## config.mk

```make
export PLATFORM = sky130hd
export DESIGN_NAME = refresh_timer
export DESIGN_NICKNAME = d
export VERILOG_FILES = /design/src/rtl/refresh_timer.sv
export SDC_FILE = /design/constraint.sdc
export NUM_CORES = 1
export LEC_CHECK = 0
export CAP_MARGIN = 20
export CELL_PAD_IN_SITES_DETAIL_PLACEMENT = 1
export CELL_PAD_IN_SITES_GLOBAL_PLACEMENT = 2
export CORE_MARGIN = 5
export CORE_UTILIZATION = 42
export DETAILED_ROUTE_END_ITERATION = 8
export PLACE_DENSITY = 0.92
export SLEW_MARGIN = 20
export SYNTH_ARGS = -nofsm -noshare
export SYNTH_HDL_FRONTEND = slang
export SYNTH_SLANG_ARGS = --single-unit
```

## constraint.sdc

```tcl
create_clock -name CLK -period 5.2 [get_ports CLK]
set_clock_uncertainty 0.15 [all_clocks]
set_input_delay 0.78 -clock CLK [delete_from_list [all_inputs] [get_ports CLK]]
set_output_delay 0.78 -clock CLK [all_outputs]
set_load 0.05 [all_outputs]
```

## src/rtl/refresh_timer.sv

```systemverilog
// DRAM refresh scheduler: periodic request window with a late urgent phase.
// Optional REFRESH_ACK_EN adds RefAck/RefMiss and a saturating refresh debt with catch-up windows.
module refresh_timer #(
  parameter int REF_PERIOD = 375,
  parameter int REQ_WIDTH  = 32,
  parameter int URG_AFTER  = 16
) (
  input  logic CLK,
  input  logic nRES,
`ifdef REFRESH_ACK_EN
  input  logic RefAck,
  output logic RefMiss,
`endif
  output logic RefReq,
  output logic RefUrg
);

  // state | meaning: IDLE gap between windows | REQ RefReq only | URG RefReq and RefUrg
  typedef enum logic [1:0] {
    IDLE = 2'd0,
    REQ  = 2'd1,
    URG  = 2'd2
  } state_t;

  localparam int PW = (REF_PERIOD > 1) ? $clog2(REF_PERIOD) : 1;
  localparam logic [PW-1:0] PERIOD_LAST = PW'(REF_PERIOD - 1);
  localparam logic [7:0]    URG_LAST    = 8'(URG_AFTER - 1);
  localparam logic [7:0]    WIN_LAST    = 8'(REQ_WIDTH - 1);

  state_t        state, state_nxt;
  logic [PW-1:0] period_cnt;
  logic [7:0]    win_cnt;
  logic          tick;
  logic          win_end;
  logic          ack_hit;
  logic          restart;

  assign tick    = (period_cnt == PERIOD_LAST);
  assign win_end = (state == URG) && (win_cnt == WIN_LAST);

  always_ff @(posedge CLK or negedge nRES) begin
    if (!nRES)     period_cnt <= '0;
    else if (tick) period_cnt <= '0;
    else           period_cnt <= period_cnt + 1'b1;
  end

  // Held at zero while idle, so every window starts counting from zero.
  always_ff @(posedge CLK or negedge nRES) begin
    if (!nRES)              win_cnt <= '0;
    else if (state == IDLE) win_cnt <= '0;
    else                    win_cnt <= win_cnt + 8'd1;
  end

`ifdef REFRESH_ACK_EN
  logic [1:0] debt;
  logic [1:0] gap_cnt;
  logic       in_win;
  logic       expire_miss;
  logic       debt_inc;
  logic       debt_dec;

  assign in_win      = (state != IDLE);
  assign ack_hit     = RefAck;
  assign expire_miss = win_end && !RefAck;
  assign debt_inc    = expire_miss || (tick && in_win);
  assign debt_dec    = RefAck && in_win && (debt != 2'd0);
  assign restart     = (state == IDLE) && (debt != 2'd0) && (gap_cnt == 2'd2);

  always_ff @(posedge CLK or negedge nRES) begin
    if (!nRES)                                       debt <= '0;
    else if (debt_inc && !debt_dec && debt != 2'd3)  debt <= debt + 2'd1;
    else if (debt_dec && !debt_inc)                  debt <= debt - 2'd1;
  end

  always_ff @(posedge CLK or negedge nRES) begin
    if (!nRES)            RefMiss <= 1'b0;
    else if (expire_miss) RefMiss <= 1'b1;
  end

  // Idle-cycle count; a catch-up window needs three idle cycles first.
  always_ff @(posedge CLK or negedge nRES) begin
    if (!nRES)                gap_cnt <= '0;
    else if (in_win)          gap_cnt <= '0;
    else if (gap_cnt != 2'd3) gap_cnt <= gap_cnt + 2'd1;
  end
`else
  assign ack_hit = 1'b0;
  assign restart = 1'b0;
`endif

  always_ff @(posedge CLK or negedge nRES) begin
    if (!nRES) state <= IDLE;
    else       state <= state_nxt;
  end

  always_comb begin
    state_nxt = state;
    case (state)
      IDLE: begin
        if (tick)         state_nxt = REQ;
        else if (restart) state_nxt = URG;
      end
      REQ: begin
        if (ack_hit)                  state_nxt = IDLE;
        else if (win_cnt == URG_LAST) state_nxt = URG;
      end
      URG: begin
        if (ack_hit || win_end) state_nxt = IDLE;
      end
      default: state_nxt = IDLE;
    endcase
  end

  always_comb begin
    RefReq = 1'b0;
    RefUrg = 1'b0;
    case (state)
      REQ: RefReq = 1'b1;
      URG: begin
        RefReq = 1'b1;
        RefUrg = 1'b1;
      end
      default: ;
    endcase
  end

endmodule

```

# Word level (Yosys, flattened, before mapping)
# Index checks and enable logic that the tools add are counted.
[totals]
output_inout_bits = 2
inputBits = 2
wordCells = 25
ff_bits = 19
[op_classes]
eq_ne = 8
muxes = 8
n_reduce_logical = 4
add_sub_neg = 2
[op_table]
columns = ["op", "n"]
rows = [
  ["$add A9 B1 Y9 const B", 1],
  ["$eq A9 B9 Y1 const B", 1],
  ["$mux W9", 1],
  ["$add A8 B1 Y8 const B", 1],
  ["$eq A8 B4 Y1 const B", 1],
  ["$eq A8 B5 Y1 const B", 1],
  ["$mux W8", 1],
  ["$mux W2", 3],
  ["$ne A2 B2 Y1 const B", 3],
  ["$pmux W2 S3", 1],
  ["$reduce_and A3 Y1", 1],
  ["$eq A2 B1 Y1 const B", 1],
  ["$eq A2 B2 Y1 const B", 1],
  ["$logic_not A2 Y1", 1],
  ["$mux W1", 2],
  ["$reduce_or A2 Y1", 1],
  ["$logic_and A1 B1 Y1", 1],
]

# Logic depth before layout (Yosys ltp)
[depth]
depth_word = 4
ltp_mapped = 6
ltp_nobuf = 6

# Worst setup path after synthesis
# Ideal clock, no wire load.
[synth_path]
path_type = "register to output"
from = "register state[0]"
to = "output port RefReq"
required_ps = 4270
path_stages_with_launch = 3
path_slack_ps = 3279
arrival_time_ps = 991
n_path_buf = 0
path_cell_list = "dfrtp_1 > inv_1 > ha_1"
[synth_between]
elab_chain_cells = 3
elab_cells_between_ends = 4
cone_classes = "eq/ne (2); mux (1); reduce/logical (1)"
[synth_lines]
columns = ["element", "line_no", "text"]
rows = [
  ["from (decl)", "30", "state_t state, state_nxt;"],
  ["from (signal assigned)", "93", "else state <= state_nxt;"],
  ["$eq A2 B2 Y1 or $eq A2 B1 Y1 (tied branches)", "117", "case (state)"],
  ["$reduce_or A2 Y1 (no line) (*)", "n/a", ""],
  ["$mux W1 (*)", "117", ""],
  ["to (decl)", "14", "output logic RefReq,"],
]
# Every way passes the cells marked *; elsewhere a longest branch is shown, timed or not.

# Final worst setup path
[layout_path]
from = "register state[1]"
to = "output port RefReq"
# The elaborated chain is that of the path after synthesis.

==> impl_metrics.toml <==
[timing]
worst-slew-pin-transition_ps = 858.7
rsz0062_at_grt = "no"
max_slew_margin = 0.4257
setup_viol = 0
period_needed_ps = 2803
report.final.hold_viol_count = 0
tns_ps = 0
drv_slew = 0
min_period_over_period = 0.5390
max_freq_mhz = 356.8
hold_ws_ps = 326.8

[synth]
avgSynthCellArea_um2 = 11.02
synth_nets = 98
ys_ff_latch = 19
synth.area.top_cells = "dfrtp_1 49%, ha_1 10%, nor2_1 5.4%, xor2_1 5.4%, xnor2_1 4.5%"
async_flop_share = 1.000
synth_edf_count = 0
synth_top_area_cell = "dfrtp_1"
ys_types = 24
synthTopCellsByCount = "19 x dfrtp_1, 14 x nor2_1, 8 x ha_1"
syn_area_um2 = 969.7
synth_cells = 88
synth-seq-area-share = 0.4903
ys_warn_count = 0
yosysMostFrequentCell = "dfrtp_1"
synth_ff_type = "dfrtp_1"
yosys.area.top_type_share = 0.4903

[clock_network]
clock_latency_ps = 300
cts-buffers-inserted = 3
clock_sinks = 19
cts_resized = 0
cts_tree = "built"
cts-root-buf = "clkbuf_4"
cts-hold-fix-buffers = 0
post-cts-setup-buffer-count = 0
htree_levels = 1
clkTransAtPathRegs_ps = 120
cts_buffer_depth = 2

[die]
coreArea_um2 = 2212
die_y_um = 58.05
io_pins = 4
placementRows = 17
dieWidth_um = 58.05
dieArea_um2 = 3370
start_util = 0.4383

[cells_and_area]
syn_to_final_growth_pct = 8.774
final_layout_size_suffix_gt1_frac = 0.09677
diodes = 0
n_fill_cell = 245
final_net_count = 104

[power_and_ir_drop]
totalPowerFinal_mw = 0.2265
power.density_nw_per_um2 = 214.8
p_comb_frac = 0.015
clkPwrFrac = 0.333
p_sw_frac = 0.2188
ir_worst_vdd_mv = 0.1071
leakage_nw = 0.5039
power_frac_seq = 0.652
switchingPower_mw = 0.04957
p_int_mw = 0.1770

[critical_path]
crit_chain = "inv_1 > ha_1 > clkdlybuf4s50_1"
path_max_fanout = 4
cp-end-kind = "primary output"
worstSetupPathType = "reg -> out"
regToRegStartpoint = "period_cnt[7]"
required_ps = 4270
startpoint = "state[1]"
cp.arrival_ps = 1870
startpoint_type = "flop"
crit_slowest_cell = "clkdlybuf4s50_1"
crit_path_max_incr_delay_ps = 800

[route]
drtPass1Iterations = 2
drc = 0
initialDrtViolationCount = 8
wire_per_inst_um = 13.38
num_vias = 614
routed_wl_um = 1619
vias_per_cell = 5.074
final_antenna_net_count = 0

[run_status]
outcome = "complete, no violations"

[global_route]
grt_overflow = 0
grt_usage = 0.1170
antenna_found_initial = 0
grt_pass1_wl_um = 3015
grt_max_degree = 20
grt_pass1_vias = 681

[placement]
port_buffers = 3
place_hpwl_um = 1202
gp_congestion = 0.6690

[min_path]
hp-class = "reg -> reg"
hp-start = "win_cnt[0]"

[job]
maxCapViolations = 0
-- routing by layer --
layer	vias to the layer above	wire length [µm]	GRT usage
li1	301	-	-
met1	306	808	0.1442
met2	5	748	0.1871
met3	2	34	0.02450
met4	0	28	0.06954
met5	-	0	0
-- worst paths after layout --
kind                            slack, ps            end  depth (start not counted)
worst min register to register        330     win_cnt[0]                          1
max in group asynchronous            3560  period_cnt[7]                          1
worst min-delay path                  330     win_cnt[0]                          1
worst max register to register       3290       state[0]                          4
worst max-delay path                 2400         RefReq                          3
min in group asynchronous             810  period_cnt[6]                          1
-- through the flow --
step | utilization | cell area, µm² | setup WS (ps) | instances
4_1_cts | 0.4768 | 1055 | 2362 | 121
2_1_floorplan | - | 969.7 | 3279 | 88
3_3_place_gp | 0.4644 | 1027 | 2748 | 117
3_5_place_dp | 0.4644 | 1027 | 2721 | 117
5_1_grt | 0.4768 | 1055 | 2304 | 121
6_report | 0.4768 | 1055 | 2397 | 121
-- cell type report --
class | instances | area, µm² | share of cell area
inverter | 5 | 18.77 | 0.01779
clock inverter | 1 | 5.005 | 0.004745
multi-input combinational | 62 | 467.9 | 0.4437
tap | 28 | 35.03 | 0.03321
clock buffer | 3 | 22.52 | 0.02135
sequential | 19 | 475.5 | 0.4508
timing repair buffer | 3 | 30.03 | 0.02847
-- cells in the final DEF (no fill, tap or decap), drive strengths merged, types with 2 or more instances in the layout --
cell type / netlist / final
xnor2: 5 / 5
and3: 4 / 4
clkbuf: 2 / 3
dfrtp: 19 / 19
mux2: 2 / 2
xor2: 6 / 6
nor2: 14 / 14
nand3: 7 / 7
inv: 5 / 5
clkdlybuf4s50: 0 / 3
nand2: 3 / 3
o21ai: 3 / 3
ha: 8 / 8
-- critical path: cells and delay by family, from the launching register on --
kind | cells | cell delay [ps]
DFF | 1 | 400
buffers and inverters | 2 | 900
adders and majority gates | 1 | 280
-- power groups by stage --
stage	clock network, mW	logic, mW	registers [mW]
after CTS	0.0804	0.00377	0.148
after detailed placement	0	0.00378	0.151
after global placement	0	0.00370	0.151
after floorplan	0	0.000000227	0.151
final	0.0754	0.00346	0.148
after global routing	0.0880	0.00428	0.148
-- kinds of logic (layout without fill, tap and decap cells) --
family                   after synthesis  in the layout  synth area share
adder cells (fa/ha/maj)                8              8            0.1032
buffers and inverters                  7             12           0.02710
AO/OA/AOI/OAI                          8              8           0.06065
flip-flops                            19             19            0.4903
multiplexers                           3              3           0.04129
AND/OR/NAND/NOR                       32             32            0.1781
XOR/XNOR                              11             11           0.09935
-- state kept, by name, summed over array words and instances (netlist names) --
| register | cells |
|---|---|
| state | 2 |
| period_cnt | 9 |
| win_cnt | 8 |
Note: power is estimated with default switching activity, not from simulation.
==> RTL change, RTL diff (same settings) <==
Change the parameter `REF_PERIOD` from 375 to 93.
--- a/src/rtl/refresh_timer.sv
+++ b/src/rtl/refresh_timer.sv
@@ -3,3 +3,3 @@
 module refresh_timer #(
-  parameter int REF_PERIOD = 375,
+  parameter int REF_PERIOD = 93,
   parameter int REQ_WIDTH  = 32,
Check against the original RTL: no difference found for any inputs over 10 cycles, from zero or initial values; that may be too few to reach the edited logic, so the function may still have changed.
==> RTL change against the unedited design <==
  * Fmax grew 1.7%
  * Sequential cell count decreased by 2
  * Total power decreased by 9.5%
  * Non-clock buffer count unchanged
  * Synthesized cell count shrank 10%
  * Via count is 9.8% lower
  * Register-to-register slack gained 0.08 ns
  * Worst setup slack gained 0.046 ns
  * Count of clock-buffer cells in the layout rose by 1
  * Area after synthesis decreased by 11%
  * Wire length fell by 9.9%
  * Cell area down 11%
  * Global-route usage shrank 0.97 points
  * Largest power group unchanged
  * Critical path depth stayed put
==> RTL change: results (changes against the unedited design) <==
Top Registers=win_cnt: 8 flops, period_cnt: 7 flops, state: 2 flops; combined global-route utilization of all metal layers=10.7% (-0.97 points); number of cells in the design after placement=107 (-8.5%); kind of path behind the tightest hold check=reg2reg; average via count per standard cell=4.99 (-1.6%); Mean Syn Cell Area=10.9 µm² (-0.97%); leakage power summed over all cells=0.424 nW (-16%); pin count of the biggest net entering global routing=18 (-10%); CP delay by family, top=buffers and inverters; DPL Wire Length=1070 µm (-11%); transition time of the tightest slew-check pin=0.749 ns (-0.110 ns); Post-Syn Nets=88 (-10%); number of antenna repair diodes=0 (unchanged); Final #Nets=94 (-9.6%); R2R Setup Slk=3.37 ns (+0.08 ns); number of clock buffers inserted by TritonCTS=3 (unchanged); Worst path max stage delay=0.79 ns; Clock Pin Slew Worst Setup and Hold Paths=0.10 ns (-0.02 ns); sequential element share of the synthesized area=49.3% (+0.31 points); placer congestion estimate=0.717 (+7.2%); maximum fanout along the worst path=3 (-1); fillcell total=235 (-4.1%); data arrival at the endpoint of the critical path=1.83 ns (-0.04 ns); later-pin clock latency in the skew report=0.28 ns (-0.02 ns); status=complete, no violations; cell area after placement=915 µm² (-11%); first-pass GRT wire length=2630 µm (-13%); largest cells by area after synthesis=sky130_fd_sc_hd__dfrtp_1 49%, sky130_fd_sc_hd__ha_1 10%, sky130_fd_sc_hd__xor2_1 7.1%; area of combinational cells with multiple inputs=407 µm² (-13%); Routed WL per cell=13.1 µm (-1.8%); warnings from Yosys=0 (unchanged); commonest cells in the netlist=17 x sky130_fd_sc_hd__dfrtp_1, 13 x sky130_fd_sc_hd__nor2_1, 7 x sky130_fd_sc_hd__ha_1, 7 x sky130_fd_sc_hd__nand3_1, 7 x sky130_fd_sc_hd__xor2_1; ratio of cells with drive above 1 in the final layout=10.7% (+1.0 points); vias after detailed routing=554 (-9.8%); via count of the first global-routing pass=638 (-6.3%); Iter 0 DRT Violations=2 (-6); maximum resistive drop on vdd=157 µV (+47%)
-- RTL change: area by class of cell --
type	count	area share [%]
clock buffers	4	2.79
flip-flops and latches	17	45.2
well taps	27	3.59
repair buffers	3	3.19
inverters	5	1.99
multi-input cells	55	43.2
-- RTL change: report_power, final --
group          internal, W  switching [W]
logic          0.000000658     0.00000244
clock network    0.0000298      0.0000400
registers         0.000132              0
-- RTL change: layer usage --
| metal | routed length [µm] | vias to the layer above | GRT usage, % | share of wire [%] |
|---|---|---|---|---|
| li1 | - | 271 | - | - |
| met1 | 651 | 279 | 11.3 | 45 |
| met2 | 759 | 2 | 19.4 | 52 |
| met3 | 34 | 2 | 2.33 | 2.3 |
| met4 | 13 | 0 | 6.25 | 0.89 |
| met5 | 0 | - | 0 | 0 |
-- RTL change: worst paths after layout --
path,startpoint,endpoint,depth (start not counted)
max reg2reg,state[0]$_DFFE_PN0P_,state[1]$_DFFE_PN0P_,6
min,win_cnt[0]$_DFF_PN0_,win_cnt[0]$_DFF_PN0_,1
max in group asynchronous,nRES,state[1]$_DFFE_PN0P_,1
min reg2reg,win_cnt[0]$_DFF_PN0_,win_cnt[0]$_DFF_PN0_,1
min in group asynchronous,nRES,period_cnt[6]$_DFF_PN0_,1
max,state[0]$_DFFE_PN0P_,RefReq,3
-- RTL change: kinds of logic after synthesis --
family | share of synthesized area (%)
and+or+nand+nor | 17.6
DFF | 49.3
xor gates and xnor gates | 10.2
buffers and inverters | 3.48
adders and majority gates | 10.2
AOI/OAI and AO/OA | 5.08
muxes | 4.21
-- RTL change: per-stage QoR --
| step | total power (W) | hold WS (ns) | setup WS [ns] |
|---|---|---|---|
| 6_report | 0.000205 | 0.312 | 2.44 |
| 3_3_place_gp | 0.000138 | 0.296 | 2.79 |
| 5_1_grt | 0.000217 | 0.333 | 2.35 |
| 4_1_cts | 0.000211 | 0.319 | 2.41 |
| 3_5_place_dp | 0.000138 | 0.305 | 2.75 |
| 2_1_floorplan | 0.000135 | 0.274 | 3.23 |
